--- config.mk ---
export PLATFORM = sky130hd
export DESIGN_NAME = pipe_ctrl
export DESIGN_NICKNAME = d
export VERILOG_FILES = /design/src/rtl/pipe_ctrl_pkg.sv /design/src/rtl/pipe_ctrl_div_seq.sv /design/src/rtl/pipe_ctrl.sv
export SDC_FILE = /design/constraint.sdc
export NUM_CORES = 1
export LEC_CHECK = 0
export BUFFER_PORTS_ARGS = -buffer_cell sky130_fd_sc_hd__buf_2
export CORE_MARGIN = 4
export CORE_UTILIZATION = 35
export CTS_BUF_LIST = sky130_fd_sc_hd__clkbuf_4
export DETAILED_ROUTE_END_ITERATION = 6
export GPL_TIMING_DRIVEN = 0
export PLACE_DENSITY = 0.71
export SLEW_MARGIN = 20
export SYNTH_ARGS = -nofsm -noshare
export SYNTH_HDL_FRONTEND = slang
export SYNTH_SLANG_ARGS = --single-unit
--- constraint.sdc ---
create_clock -name clk -period 2.16 [get_ports clk]
set_input_delay 0.324 -clock clk [delete_from_list [all_inputs] [get_ports clk]]
set_output_delay 0.324 -clock clk [all_outputs]
set_load 0.02 [all_outputs]
--- src/rtl/pipe_ctrl_pkg.sv ---
// Shared definitions for the pipeline controller: stall bus layout,
// divider defaults and divider FSM encodings.
package pipe_ctrl_pkg;

    typedef logic [4:0] stall_bus_t;

    localparam int STL_PC    = 0;
    localparam int STL_IFID  = 1;
    localparam int STL_IDEX  = 2;
    localparam int STL_EXMEM = 3;
    localparam int STL_WB    = 4;

    localparam int DIV_CYCLES_DEF = 32;

    localparam logic [1:0] DIV_IDLE = 2'b00;
    localparam logic [1:0] DIV_BUSY = 2'b01;
    localparam logic [1:0] DIV_DONE = 2'b10;

    typedef enum logic [1:0] {
        SRC_IF  = 2'd0,
        SRC_ID  = 2'd1,
        SRC_EX  = 2'd2,
        SRC_MEM = 2'd3
    } stall_src_e;

    // A stall raised by a stage holds that stage and every stage upstream of it.
    function automatic stall_bus_t stall_mask(input stall_src_e src);
        stall_bus_t m;
        m = '0;
        for (int b = STL_PC; b <= STL_WB; b++) begin
            m[b] = (b <= int'(src));
        end
        return m;
    endfunction

endpackage

--- src/rtl/pipe_ctrl_div_seq.sv ---
// Sequencer for the iterative divider in EX: init, DIV_CYCLES steps, then
// a done cycle that is held while EX/MEM is frozen.
//
// state    | meaning
// ---------+------------------------------------------------------------
// DIV_IDLE | no divide in flight; init fires here when a divide can start
// DIV_BUSY | divider iterating, EX stalled, counter counts down to zero
// DIV_DONE | result valid to EX; held while the EX/MEM register is held
module div_seq
    import pipe_ctrl_pkg::*;
#(
    parameter int DIV_CYCLES = DIV_CYCLES_DEF
) (
    input  logic clk,
    input  logic rst,
    input  logic start_i,
    input  logic flush_i,
    input  logic hold_i,
    output logic init_o,
    output logic step_o,
    output logic done_o,
    output logic busy_o,
    output logic ex_stall_o
);

    localparam int CW = $clog2(DIV_CYCLES);
    localparam logic [CW-1:0] CNT_LOAD = CW'(DIV_CYCLES - 1);

    logic [1:0]    state_q, state_d;
    logic [CW-1:0] cnt_q, cnt_d;

    assign init_o     = ~rst & (state_q == DIV_IDLE) & start_i & ~flush_i & ~hold_i;
    assign step_o     = (state_q == DIV_BUSY);
    assign done_o     = (state_q == DIV_DONE);
    assign busy_o     = (state_q != DIV_IDLE);
    assign ex_stall_o = init_o | step_o;

    always_comb begin
        state_d = state_q;
        cnt_d   = cnt_q;
        if (flush_i) begin
            state_d = DIV_IDLE;
            cnt_d   = '0;
        end else begin
            case (state_q)
                DIV_IDLE: begin
                    if (init_o) begin
                        state_d = DIV_BUSY;
                        cnt_d   = CNT_LOAD;
                    end
                end
                DIV_BUSY: begin
                    if (cnt_q == '0) begin
                        state_d = DIV_DONE;
                    end else begin
                        cnt_d = cnt_q - CW'(1);
                    end
                end
                DIV_DONE: begin
                    if (!hold_i) begin
                        state_d = DIV_IDLE;
                    end
                end
                default: begin
                    state_d = DIV_IDLE;
                    cnt_d   = '0;
                end
            endcase
        end
    end

    always_ff @(posedge clk or posedge rst) begin
        if (rst) begin
            state_q <= DIV_IDLE;
            cnt_q   <= '0;
        end else begin
            state_q <= state_d;
            cnt_q   <= cnt_d;
        end
    end

endmodule

--- src/rtl/pipe_ctrl.sv ---
// Pipeline controller: merges stage stall requests, sequences the EX divider
// and issues exception flushes (deferred while MEM waits on the data bus).
module pipe_ctrl
    import pipe_ctrl_pkg::*;
#(
    parameter int DIV_CYCLES = DIV_CYCLES_DEF
) (
    input  logic             clk,
    input  logic             rst,
    input  logic             if_stallreq_i,
    input  logic             id_stallreq_i,
    input  logic             mem_stallreq_i,
    input  logic             ex_div_start_i,
    input  logic             exc_req_i,
    input  logic [31:0]      exc_target_i,
    output stall_bus_t       stall_o,
    output logic             flush_o,
    output logic [31:0]      flush_pc_o,
    output logic             div_init_o,
    output logic             div_step_o,
    output logic             div_done_o,
    output logic             div_busy_o
);

    logic        pend_q, pend_d;
    logic [31:0] pend_pc_q, pend_pc_d;
    logic        ex_stall;
    logic        mem_hold;

    // A flush can only leave once MEM has finished its bus access.
    assign flush_o    = ~rst & ~mem_stallreq_i & (exc_req_i | pend_q);
    assign flush_pc_o = flush_o ? (exc_req_i ? exc_target_i : pend_pc_q) : 32'h0;

    // Same value as the EX/MEM hold bit, kept separate so the divider does not
    // loop back through the stall vector it helps to build.
    assign mem_hold = ~rst & mem_stallreq_i;

    div_seq #(
        .DIV_CYCLES (DIV_CYCLES)
    ) u_div_seq (
        .clk        (clk),
        .rst        (rst),
        .start_i    (ex_div_start_i),
        .flush_i    (flush_o),
        .hold_i     (mem_hold),
        .init_o     (div_init_o),
        .step_o     (div_step_o),
        .done_o     (div_done_o),
        .busy_o     (div_busy_o),
        .ex_stall_o (ex_stall)
    );

    always_comb begin
        stall_o = '0;
        if (!rst && !flush_o) begin
            if (mem_stallreq_i) begin
                stall_o = stall_mask(SRC_MEM);
            end else if (ex_stall) begin
                stall_o = stall_mask(SRC_EX);
            end else if (id_stallreq_i) begin
                stall_o = stall_mask(SRC_ID);
            end else if (if_stallreq_i) begin
                stall_o = stall_mask(SRC_IF);
            end
        end
    end

    always_comb begin
        pend_d    = pend_q;
        pend_pc_d = pend_pc_q;
        if (mem_stallreq_i) begin
            if (exc_req_i) begin
                pend_d    = 1'b1;
                pend_pc_d = exc_target_i;
            end
        end else begin
            pend_d = 1'b0;
        end
    end

    always_ff @(posedge clk or posedge rst) begin
        if (rst) begin
            pend_q    <= 1'b0;
            pend_pc_q <= 32'h0;
        end else begin
            pend_q    <= pend_d;
            pend_pc_q <= pend_pc_d;
        end
    end

endmodule

==> impl_summary.log <==
INFO  metric synth.avg_cell_area = ~11 sq um
INFO  metric worst-setup-path-type = flip-flop to output pin
INFO  metric yosys.area_share.simple = 11.1%
INFO  metric share_clk_of_total_power = between 10% and 20%
INFO  metric comb_power_share = roughly 28%
INFO  metric synthTopCellsByArea = sky130_fd_sc_hd__dfrtp_1 45%, sky130_fd_sc_hd__mux2i_1 15%, sky130_fd_sc_hd__mux2_2 14%
INFO  metric yosysWarnings = 0
INFO  metric floorplan.die.height = just under 90 um
INFO  metric cp_max_fo = 4
INFO  metric ir_worst_vdd = roughly 0.00027 V
INFO  metric final_cells = approximately 370
INFO  metric endpoint_kind = output pin
INFO  metric dr_vias = roughly 1800
INFO  metric post_synth_num_cell_types = 37
INFO  metric first_pass_iters = 4
INFO  metric cts-htree-levels = 2
INFO  metric worst_slew_margin_rel = about two thirds
INFO  metric synth_enable_flop_cells = 0
INFO  metric worst_hold_path_type = input pin to asynchronous set/reset pin
INFO  metric first_pass_grt_wire_length = between 8000 and 9000 um
INFO  metric muxShareOfSynthArea = between 30% and 40%
INFO  metric worst_slew_pin_slew = roughly 0.50 ns
INFO  metric internal_power = 1.24 mW
INFO  metric yosys.area.top_type_share = around 45%
INFO  metric antenna_found_initial = 0
INFO  metric cts_root_buffer = sky130_fd_sc_hd__clkbuf_4
INFO  metric row_count = 28
INFO  metric grt_start_max_net_pins = 22
INFO  metric synth_top_family_by_area = multiplexers
INFO  metric hold_slack = between 0.02 and 0.03 ns
INFO  metric rr_worst_depth = 6
INFO  metric place_congestion = around 0.76
INFO  metric placed_cells = roughly 360
INFO  metric antenna-diode-count = 0
INFO  metric setup.worst_path.start_class = flip-flop
INFO  metric p_sw = between 0.5 and 0.6 mW
INFO  metric total_power = around 1.8 mW
INFO  metric average_vias_per_placed_instance = around 5.0
INFO  metric setup_viol_count_final = 0
INFO  metric arrival = approximately 1.7 ns
INFO  metric area_growth_syn_to_layout = 24.9%
INFO  metric final_area = 2800 sq um
INFO  metric detail_route.wl_per_cell = roughly 14 um
INFO  metric cts_post_setup_buffers_inserted = 0
INFO  metric ys_ff_latch = 40
INFO  metric commonest_cells_in_the_synthesized_netlist = 41 x sky130_fd_sc_hd__nor2_1, 40 x sky130_fd_sc_hd__dfrtp_1, 34 x sky130_fd_sc_hd__mux2i_1, 28 x sky130_fd_sc_hd__mux2_2, 6 x sky130_fd_sc_hd__buf_2
INFO  metric cts.clk_slew.worst_paths = between 0.1 and 0.15 ns
INFO  metric report.final.slew_viol_count = 0
INFO  metric die_w = 88.0 um
INFO  metric fillers = ~600
INFO  metric seq_power_share = roughly 52%
INFO  metric layout.nets = 330
INFO  metric rsz_0062_raised_after_global_routing = false
INFO  metric route.detailed.drc = 0
INFO  metric synth_compound_gate_area_share = between 7 and 8%
INFO  metric synth-seq-area-share = about 45%
INFO  metric holdBufCountCts = 0
INFO  metric design.core.area = roughly 6000 sq um
INFO  metric cp.required = around 1.8 ns
INFO  metric postSynth.topFlopCell = sky130_fd_sc_hd__dfrtp_1
INFO  metric layout.core_utilization = 46.2%
INFO  metric critical_path.reg2reg.endpoint = u_div_seq.cnt_q[4]
INFO  metric share_of_flip_flops_with_an_asynchronous_set_or_reset_after_synthesis = 100%
INFO  metric placedInstanceArea = between 2000 and 3000 sq um
INFO  metric finClkSkew = ~0.00048 ns
INFO  metric cts_sinks = 40
INFO  metric syn-instance-count = approximately 200
INFO  metric most_common_cell_in_the_synthesized_netlist = sky130_fd_sc_hd__nor2_1
INFO  metric synthXorXnorAreaFrac = 0%
INFO  metric final_hold_viol_count = 0
INFO  metric maxCapViolCount = 0
INFO  metric layout_min_cycle_time = roughly 2.0 ns
INFO  metric final_wl = around 5300 um
INFO  metric drtIter0Drc = 40
INFO  metric effective_utilization_at_floorplan = ~37%
INFO  metric grt.overflow.total = 0
INFO  metric synth_top_area_cell = sky130_fd_sc_hd__dfrtp_1
INFO  metric layout_worst_path_cycle_share = 92.4%
INFO  metric peak_clock_frequency_supported_by_timing = between 0.5 and 0.6 GHz
INFO  metric overall_die_area = 7750 sq um
INFO  metric rr_startpoint = u_div_seq.cnt_q[0]
INFO  metric post_route_cells_drive_above_1_share = ~48%
INFO  metric power.density = 651 nW/um^2
INFO  metric first_global_vias = around 1900
INFO  metric dp.final_hpwl = 3800 um
INFO  metric synth_adder_area_share = less than 1%
INFO  metric static-leakage-power = between 1 and 1.5 nW
INFO  metric latest_clock_arrival_within_the_worst_skew_pair = ~0.34 ns
INFO  metric tritoncts = built
INFO  metric placement.io_buffers = 78
INFO  metric drt.antenna.violating_nets = 0
INFO  metric swShare = between 30% and 40%
INFO  metric run_status = completed
INFO  metric io_pins = 81
INFO  metric clk_path_buf_depth = 2
INFO  metric groute.usage.overall = approximately 14%
INFO  metric mappedNetlistArea = around 2200 sq um
INFO  metric syn_nets = between 200 and 250
INFO  metric r2r_slack = approximately 0.26 ns
INFO  metric cts-buffers-inserted = 5
kinds of logic (layout without fill, tap and decap cells):
| logic type | after synthesis | in the layout |
|---|---|---|
| adder cells (fa/ha/maj) | 1 | 1 |
| multiplexers | 66 | 66 |
| buffers and inverters | 19 | 107 |
| AND/OR/NAND/NOR | 57 | 57 |
| flip-flops | 40 | 40 |
| AO/OA/AOI/OAI | 19 | 19 |
| other | 1 | 1 |
how the worst max path moves through the flow:
stage / startpoint / end / slack [ns] / cells past startpoint
after global routing: pend_q / stall_o[0] / 0.02 / 5
after detailed placement: rst / stall_o[0] / -0.28 / 6
after global placement: rst / stall_o[0] / -0.25 / 6
after CTS: pend_q / flush_pc_o[24] / 0.02 / 4
final: pend_q / stall_o[0] / 0.17 / 5
after floorplan: rst / stall_o[0] / 0.14 / 4
cell usage in the layout, fill, tap and decap left out, drive strengths merged, types with 2 or more instances in the layout:
cell type / instances
nor2: 42
clkinvlp: 3
clkinv: 3
mux2i: 34
mux2: 32
a211o: 2
nand2: 5
clkbuf: 8
a31oi: 2
dfrtp: 40
a21oi: 2
o221a: 2
inv: 5
nor2b: 3
o21ai: 2
buf: 88
nor3: 2
through the flow:
stage	setup slack, ns	TNS [ns]
2_1_floorplan	0.143	0
3_3_place_gp	-0.251	-0.479
3_5_place_dp	-0.279	-0.544
4_1_cts	0.0223	0
5_1_grt	0.0178	0
6_report	0.165	0
power groups by stage:
stage | logic, mW | registers (mW) | clock network, mW
after global routing | 0.572 | 0.966 | 0.416
final | 0.514 | 0.950 | 0.359
after CTS | 0.521 | 0.949 | 0.386
after detailed placement | 0.517 | 0.965 | 0
after global placement | 0.498 | 0.957 | 0
after floorplan | 0.378 | 0.943 | 0
per-layer routing:
layer  vias up  GRT usage, %  wire length, um
li1        880             -                -
met1       879          16.6             2200
met2        51          25.2             2620
met3         6          5.17              390
met4         0          3.30               49
met5         -             0                0
worst max-delay path: stages (launching register included):
cell                       delay [ns]
sky130_fd_sc_hd__dfrtp_1         0.46
sky130_fd_sc_hd__nor2_2          0.17
sky130_fd_sc_hd__a31oi_1         0.10
sky130_fd_sc_hd__o21a_1          0.20
sky130_fd_sc_hd__a211oi_1        0.21
sky130_fd_sc_hd__buf_2           0.19
state kept, by name, summed over array words and instances, names as in the netlist:
| name | cells |
|---|---|
| pend_pc_q | 32 |
| pend_q | 1 |
| u_div_seq.state_q | 2 |
| u_div_seq.cnt_q | 5 |
layout make-up:
type,instances,area [sq um],area share [%]
inverter,6,26.3,0.939
timing repair inverter,2,12.5,0.447
clock inverter,3,13.8,0.492
sequential,40,1000,35.8
timing repair buffer,78,390,13.9
tap,75,93.8,3.35
clock buffer,5,37.5,1.34
buffer,13,78.8,2.82
multi-input combinational,144,1140,40.9
timing repair:
item | CTS | global route
endpoints found under the setup margin | 6 | 22
gates resized for setup | 1 | 5
gates cloned | 1 | 1
Note: power is estimated with default switching activity, not from simulation.
